**src/rtl/tiger_key_schedule_if.sv**
```systemverilog
// rtl/tiger_key_schedule_if.sv - handshake bundle between the pass controller, key schedule and round datapath
interface tiger_key_schedule_if;
  logic         i_valid;
  logic         o_ready;
  logic [511:0] i_x;
  logic         o_valid;
  logic         i_ready;
  logic [511:0] o_x;
  logic         o_busy;

  modport master (
    output i_valid, i_x, i_ready,
    input  o_ready, o_valid, o_x, o_busy
  );

  modport slave (
    input  i_valid, i_x, i_ready,
    output o_ready, o_valid, o_x, o_busy
  );
endinterface

```
**src/rtl/tiger_key_schedule.sv**
```systemverilog
// rtl/tiger_key_schedule.sv - iterative Tiger key schedule, one step per clock (16 steps)
// Define TIGER_KS_2STEP_EN to chain two steps per clock (8-cycle latency, identical results).
module tiger_key_schedule #(
  parameter logic [63:0] KS_C0 = 64'hA5A5A5A5A5A5A5A5,
  parameter logic [63:0] KS_C1 = 64'h0123456789ABCDEF
) (
  input  logic              i_clk,
  input  logic              i_rst_n,
  tiger_key_schedule_if.slave bus
);

  typedef enum logic [1:0] {IDLE, CALC, DONE} state_t;
  typedef logic [7:0][63:0] words_t;

`ifdef TIGER_KS_2STEP_EN
  localparam logic [3:0] CNT_INC  = 4'd2;
  localparam logic [3:0] CNT_LAST = 4'd14;
`else
  localparam logic [3:0] CNT_INC  = 4'd1;
  localparam logic [3:0] CNT_LAST = 4'd15;
`endif

  state_t     state_q, state_d;
  logic [3:0] cnt_q, cnt_d;
  words_t     x_q, x_d;

  // Each step rewrites exactly one word, reading values already updated by earlier steps.
  function automatic words_t ks_step(input logic [3:0] idx, input words_t w);
    words_t r;
    r = w;
    case (idx)
      4'd0:  r[0] = w[0] - (w[7] ^ KS_C0);
      4'd1:  r[1] = w[1] ^ w[0];
      4'd2:  r[2] = w[2] + w[1];
      4'd3:  r[3] = w[3] - (w[2] ^ ((~w[1]) << 19));
      4'd4:  r[4] = w[4] ^ w[3];
      4'd5:  r[5] = w[5] + w[4];
      4'd6:  r[6] = w[6] - (w[5] ^ ((~w[4]) >> 23));
      4'd7:  r[7] = w[7] ^ w[6];
      4'd8:  r[0] = w[0] + w[7];
      4'd9:  r[1] = w[1] - (w[0] ^ ((~w[7]) << 19));
      4'd10: r[2] = w[2] ^ w[1];
      4'd11: r[3] = w[3] + w[2];
      4'd12: r[4] = w[4] - (w[3] ^ ((~w[2]) >> 23));
      4'd13: r[5] = w[5] ^ w[4];
      4'd14: r[6] = w[6] + w[5];
      4'd15: r[7] = w[7] - (w[6] ^ KS_C1);
      default: r = w;
    endcase
    return r;
  endfunction

  always_ff @(posedge i_clk or negedge i_rst_n) begin
    if (!i_rst_n) begin
      state_q <= IDLE;
      cnt_q   <= 4'd0;
      x_q     <= '0;
    end else begin
      state_q <= state_d;
      cnt_q   <= cnt_d;
      x_q     <= x_d;
    end
  end

  always_comb begin
    state_d = state_q;
    cnt_d   = cnt_q;
    x_d     = x_q;
    case (state_q)
      IDLE: begin
        if (bus.i_valid) begin
          x_d     = bus.i_x;
          cnt_d   = 4'd0;
          state_d = CALC;
        end
      end
      CALC: begin
`ifdef TIGER_KS_2STEP_EN
        x_d = ks_step(cnt_q | 4'd1, ks_step(cnt_q, x_q));
`else
        x_d = ks_step(cnt_q, x_q);
`endif
        cnt_d = cnt_q + CNT_INC;
        if (cnt_q == CNT_LAST) begin
          cnt_d   = 4'd0;
          state_d = DONE;
        end
      end
      DONE: begin
        if (bus.i_ready) state_d = IDLE;
      end
      default: state_d = IDLE;
    endcase
  end

  // Working registers double as the output register; they only move outside DONE.
  assign bus.o_x     = x_q;
  assign bus.o_ready = (state_q == IDLE);
  assign bus.o_valid = (state_q == DONE);
  assign bus.o_busy  = (state_q == CALC);

endmodule
```
**src/flat_wrapper.sv**
```systemverilog
// flat-port wrapper written by rule: the top's interface ports become plain ports
module tiger_key_schedule_flat 
#(
  parameter logic [63:0] KS_C0 = 64'hA5A5A5A5A5A5A5A5,
  parameter logic [63:0] KS_C1 = 64'h0123456789ABCDEF
)
  (i_clk, i_rst_n, bus_i_valid, bus_i_x, bus_i_ready, bus_o_ready, bus_o_valid, bus_o_x, bus_o_busy);
  tiger_key_schedule_if bus_i ();
  input  logic i_clk;
  input  logic i_rst_n;
  input wire logic [$bits(bus_i.i_valid)-1:0] bus_i_valid;
  input wire logic [$bits(bus_i.i_x)-1:0] bus_i_x;
  input wire logic [$bits(bus_i.i_ready)-1:0] bus_i_ready;
  output wire logic [$bits(bus_i.o_ready)-1:0] bus_o_ready;
  output wire logic [$bits(bus_i.o_valid)-1:0] bus_o_valid;
  output wire logic [$bits(bus_i.o_x)-1:0] bus_o_x;
  output wire logic [$bits(bus_i.o_busy)-1:0] bus_o_busy;
  assign bus_i.i_valid = bus_i_valid;
  assign bus_i.i_x = bus_i_x;
  assign bus_i.i_ready = bus_i_ready;
  assign bus_o_ready = bus_i.o_ready;
  assign bus_o_valid = bus_i.o_valid;
  assign bus_o_x = bus_i.o_x;
  assign bus_o_busy = bus_i.o_busy;
  tiger_key_schedule #(.KS_C0(KS_C0), .KS_C1(KS_C1)) u_core (.i_clk(i_clk), .i_rst_n(i_rst_n), .bus(bus_i));
endmodule
```
**config.mk**
```make
export PLATFORM = sky130hd
export DESIGN_NAME = tiger_key_schedule_flat
export DESIGN_NICKNAME = d
export VERILOG_FILES = /design/src/rtl/tiger_key_schedule_if.sv /design/src/rtl/tiger_key_schedule.sv /design/src/flat_wrapper.sv
export SDC_FILE = /design/constraint.sdc
export NUM_CORES = 2
export LEC_CHECK = 0
export BUFFER_PORTS_ARGS = -buffer_cell sky130_fd_sc_hd__buf_4
export CAP_MARGIN = 5
export CORE_AREA = 2 2 404 406
export CTS_BUF_LIST = sky130_fd_sc_hd__clkbuf_8
export DETAILED_ROUTE_END_ITERATION = 10
export DIE_AREA = 0 0 406 408
export PLACE_DENSITY_LB_ADDON = 0.15
export SLEW_MARGIN = 20
export SYNTH_ARGS = -nofsm -noshare
export SYNTH_HDL_FRONTEND = slang
export SYNTH_SLANG_ARGS = --single-unit
export TNS_END_PERCENT = 20
```
**constraint.sdc**
```tcl
create_clock -name i_clk -period 7.95 [get_ports i_clk]
set_clock_uncertainty 0.05 [all_clocks]
set_input_delay 0.3975 -clock i_clk [delete_from_list [all_inputs] [get_ports i_clk]]
set_output_delay 0.3975 -clock i_clk [all_outputs]
set_load 0.005 [all_outputs]
```
==> results.toml <==
[critical_path]
cpMostUsedCell = "nand3_1"
r2r_setup_slack_ns = 1.0
crit_buf_inv = 0
worstPathCellList = "nor3b_1 > nand3_1 > nor3_1 > nand4_1 > nor4_1 > nand3_1 > nor4_1 > nand2_1 > o21ai_0 > xnor2_1 > ha_1 > and2_1 > nand3_1 > nor3_1 > nand2_1 > a211o_1 > nand3_1 > a21o_1 > a41oi_1 > a21oi_1 > xor2_1 > nand2_1 > a31oi_1"
reg2regPathDepth = 23
crit_start = "u_core.bus.o_x[450]"
path_delay_family = "simple AND/OR/NAND/NOR gates"
slowest_stage = "nor4_1"
cpPeakStageDelay_ns = 0.84
worstPathArrival_ns = 7.71
cp.depth = 23
crit_end = "u_core.bus.o_x[59]"
r2r-end = "u_core.bus.o_x[59]"
crit_fanout = 8
criticalPathCategory = "reg2reg"
endpoint_kind = "flip-flop"
r2r-start = "u_core.bus.o_x[450]"
required_ns = 8.71
startpoint_type = "flip-flop"

[floorplan]
dieArea_um2 = 165600
dieHeight_um = 408
rows = 148
dieWidth_um = 406
start_util_pct = 38.18
core_um2 = 161700
io_pins = 1031

[logic_synthesis]
synthArstFlopShare_pct = 100.0
syn_area_per_cell_um2 = 7.265
synthesis.instances = 8497
yosysTopAreaCell = "dfrtp_1"
synth-seq-cells = 518
synth_warnings = 0
seq_area_frac_synth_pct = 21.00
netlist_area_um2 = 61730
yosys.area.top_type_share_pct = 21.00
synthTopCellsByArea = "dfrtp_1 (21%), ha_1 (11%), a21oi_1 (8.4%)"
synth_edf_count = 0
ys_types = 79
synth_nets = 9560
ys.flop_type = "dfrtp_1"

[min_path]
hp-class = "in2reg"

[finish]
stdcell_area_um2 = 79540
nets = 10910
syn2layout_area_growth_pct = 28.85
utilization_pct = 49.20
drive_gt1_share_pct = 14.60

[placement]
port_buffers = 1030
dp_hpwl_um = 291700
post-place-ws_ns = 1.177
gp_congestion = 1.047
place_area_um2 = 71910

[clock_network]
cts-root-buf = "clkbuf_8"
tritoncts = "built"
clock-sinks = 518
clock_latency_ns = 0.90
clk_pin_slew_ns = 0.06
cts_buffer_depth = 3
h-tree-depth = 3
cts-buffers-inserted = 110

[global_routing]
grt-ovfl-total = 0
grt_pass1_wl_um = 507400
track_usage_pct = 42.08
antenna_found_initial = 47
grt_max_degree = 178
grt_pass1_vias = 69140

[route]
drc_errors = 0
viasPerCell = 6.094
ant_nets = 0
firstDrtPassIters = 6
wl_um = 364300
vias = 73990
drt_first_iter_violations = 8024
wl_per_cell_um = 30.00

[sta]
relSlewSlack_pct = 24.85
fin_crit_sh_pct = 87.46
rsz0062_at_grt = "false"
fmax_mhz = 143.8
layout_setup_ws_ns = 0.9969
finalSetupTns_ns = 0
tightest_slew_ns = 1.121
hold_violations = 0
setup_viol = 0
drv_slew = 0
fin_crit_ns = 6.953

[run]
cap_viol_max_count = 0

[outcome]
status = "completed"
==> worst min-delay path by stage <==
stage                 startpoint                  end  cells after the start
floorplan                i_rst_n    u_core.bus.o_x[0]                      0
global placement         i_rst_n   u_core.bus.o_x[69]                      1
detailed placement       i_rst_n   u_core.bus.o_x[67]                      1
CTS                 bus_i_x[431]  u_core.bus.o_x[431]                      5
global route        bus_i_x[431]  u_core.bus.o_x[431]                      5
finish              bus_i_x[431]  u_core.bus.o_x[431]                      5
==> timing repair <==
| action | CTS | global route |
|---|---|---|
| buffers inserted | 0 | 0 |
| gates resized for setup | 0 | 0 |
| endpoints found under the hold margin | 582 | 0 |
| setup endpoints to repair | 0 | 0 |
| hold buffers | 514 | 0 |
==> synthesized netlist by cell type (all sizes together) (11+ instances only) <==
cell     instances
a21oi         1040
nand2         1036
o21ai          754
nor2           730
ha             539
dfrtp          518
xor2           464
xnor2          451
clkbuf         439
a21o           359
inv            220
nand3          217
nand4          160
and3           141
a211oi         140
nor3           140
a31oi          131
o21bai          91
or3             77
nand2b          70
nor2b           67
o21a            57
o211ai          55
o31ai           45
and2            44
buf             44
mux2i           38
nor4            38
a21boi          23
a221oi          23
o221ai          21
o22ai           21
or4             19
a211o           18
a22oi           18
nand3b          18
a41oi           16
nor3b           16
and4            15
a221o           14
a2111oi         13
a311oi          13
a31o            11
a32oi           11
or2             11
==> per-stage QoR <==
stage | std cells | hold WS, ns
after floorplan | 8497 | 0.05191
after global placement | 11400 | 0.3411
final | 12140 | 0.1257
after detailed placement | 11400 | 0.3325
after CTS | 12110 | 0.0003902
after global routing | 12130 | 0.06936
==> cells by family after synthesis <==
family	after synthesis	synth area share [%]
compound gates	2947	28.79
simple gates	2827	21.11
fa+ha+maj	547	11.18
buf+inv	703	4.279
xor+xnor	915	12.98
flops	518	21.00
mux	40	0.6527
==> sequential cells by signal (all words and copies together) (netlist names) <==
| name | count |
|---|---|
| u_core.bus.o_x | 512 |
| u_core.cnt_q | 4 |
| u_core.state_q | 2 |
==> cell type report <==
class	instances	area [um2]
Fill cell	16280	82120
Clock buffer	136	1872
Antenna cell	28	70.07
Timing Repair Buffer	1723	14300
Multi-Input combinational cell	7276	46260
Inverter	220	833.3
Sequential cell	518	12960
Tap cell	2175	2721
Clock inverter	66	525.5
==> worst min-delay path, cell delays in order <==
cell and delay, ns:
buf_4 0.08, nand2_1 0.23, o21ai_0 0.16, nand2_1 0.06, o21ai_0 0.06
==> layout by cell type (no fill, tap or decap), types with 67 or more instances in the layout <==
cell / n
xnor2_1: 451
and3_1: 139
nand2_1: 1034
ha_1: 539
dfrtp_1: 518
inv_1: 245
clkbuf_8: 136
o21bai_1: 91
o21ai_0: 753
a21oi_1: 1032
a31oi_1: 131
nor3_1: 139
nand4_1: 160
nor2b_1: 67
or3_1: 77
dlygate4sd3_1: 513
a21o_1: 351
nand3_1: 214
buf_4: 1204
xor2_1: 464
nor2_1: 730
nand2b_1: 69
a211oi_1: 140
==> per-layer routing <==
metal	track usage (%)	up-vias	share of wire, %
li1	-	33400	-
met1	56.35	35640	42
met2	61.77	4082	42
met3	8.824	850	9.5
met4	25.29	20	7.3
met5	0	-	0.038
Power is not shown: default switching activity piles up to over one toggle a cycle in this logic, so the estimate is an artifact.
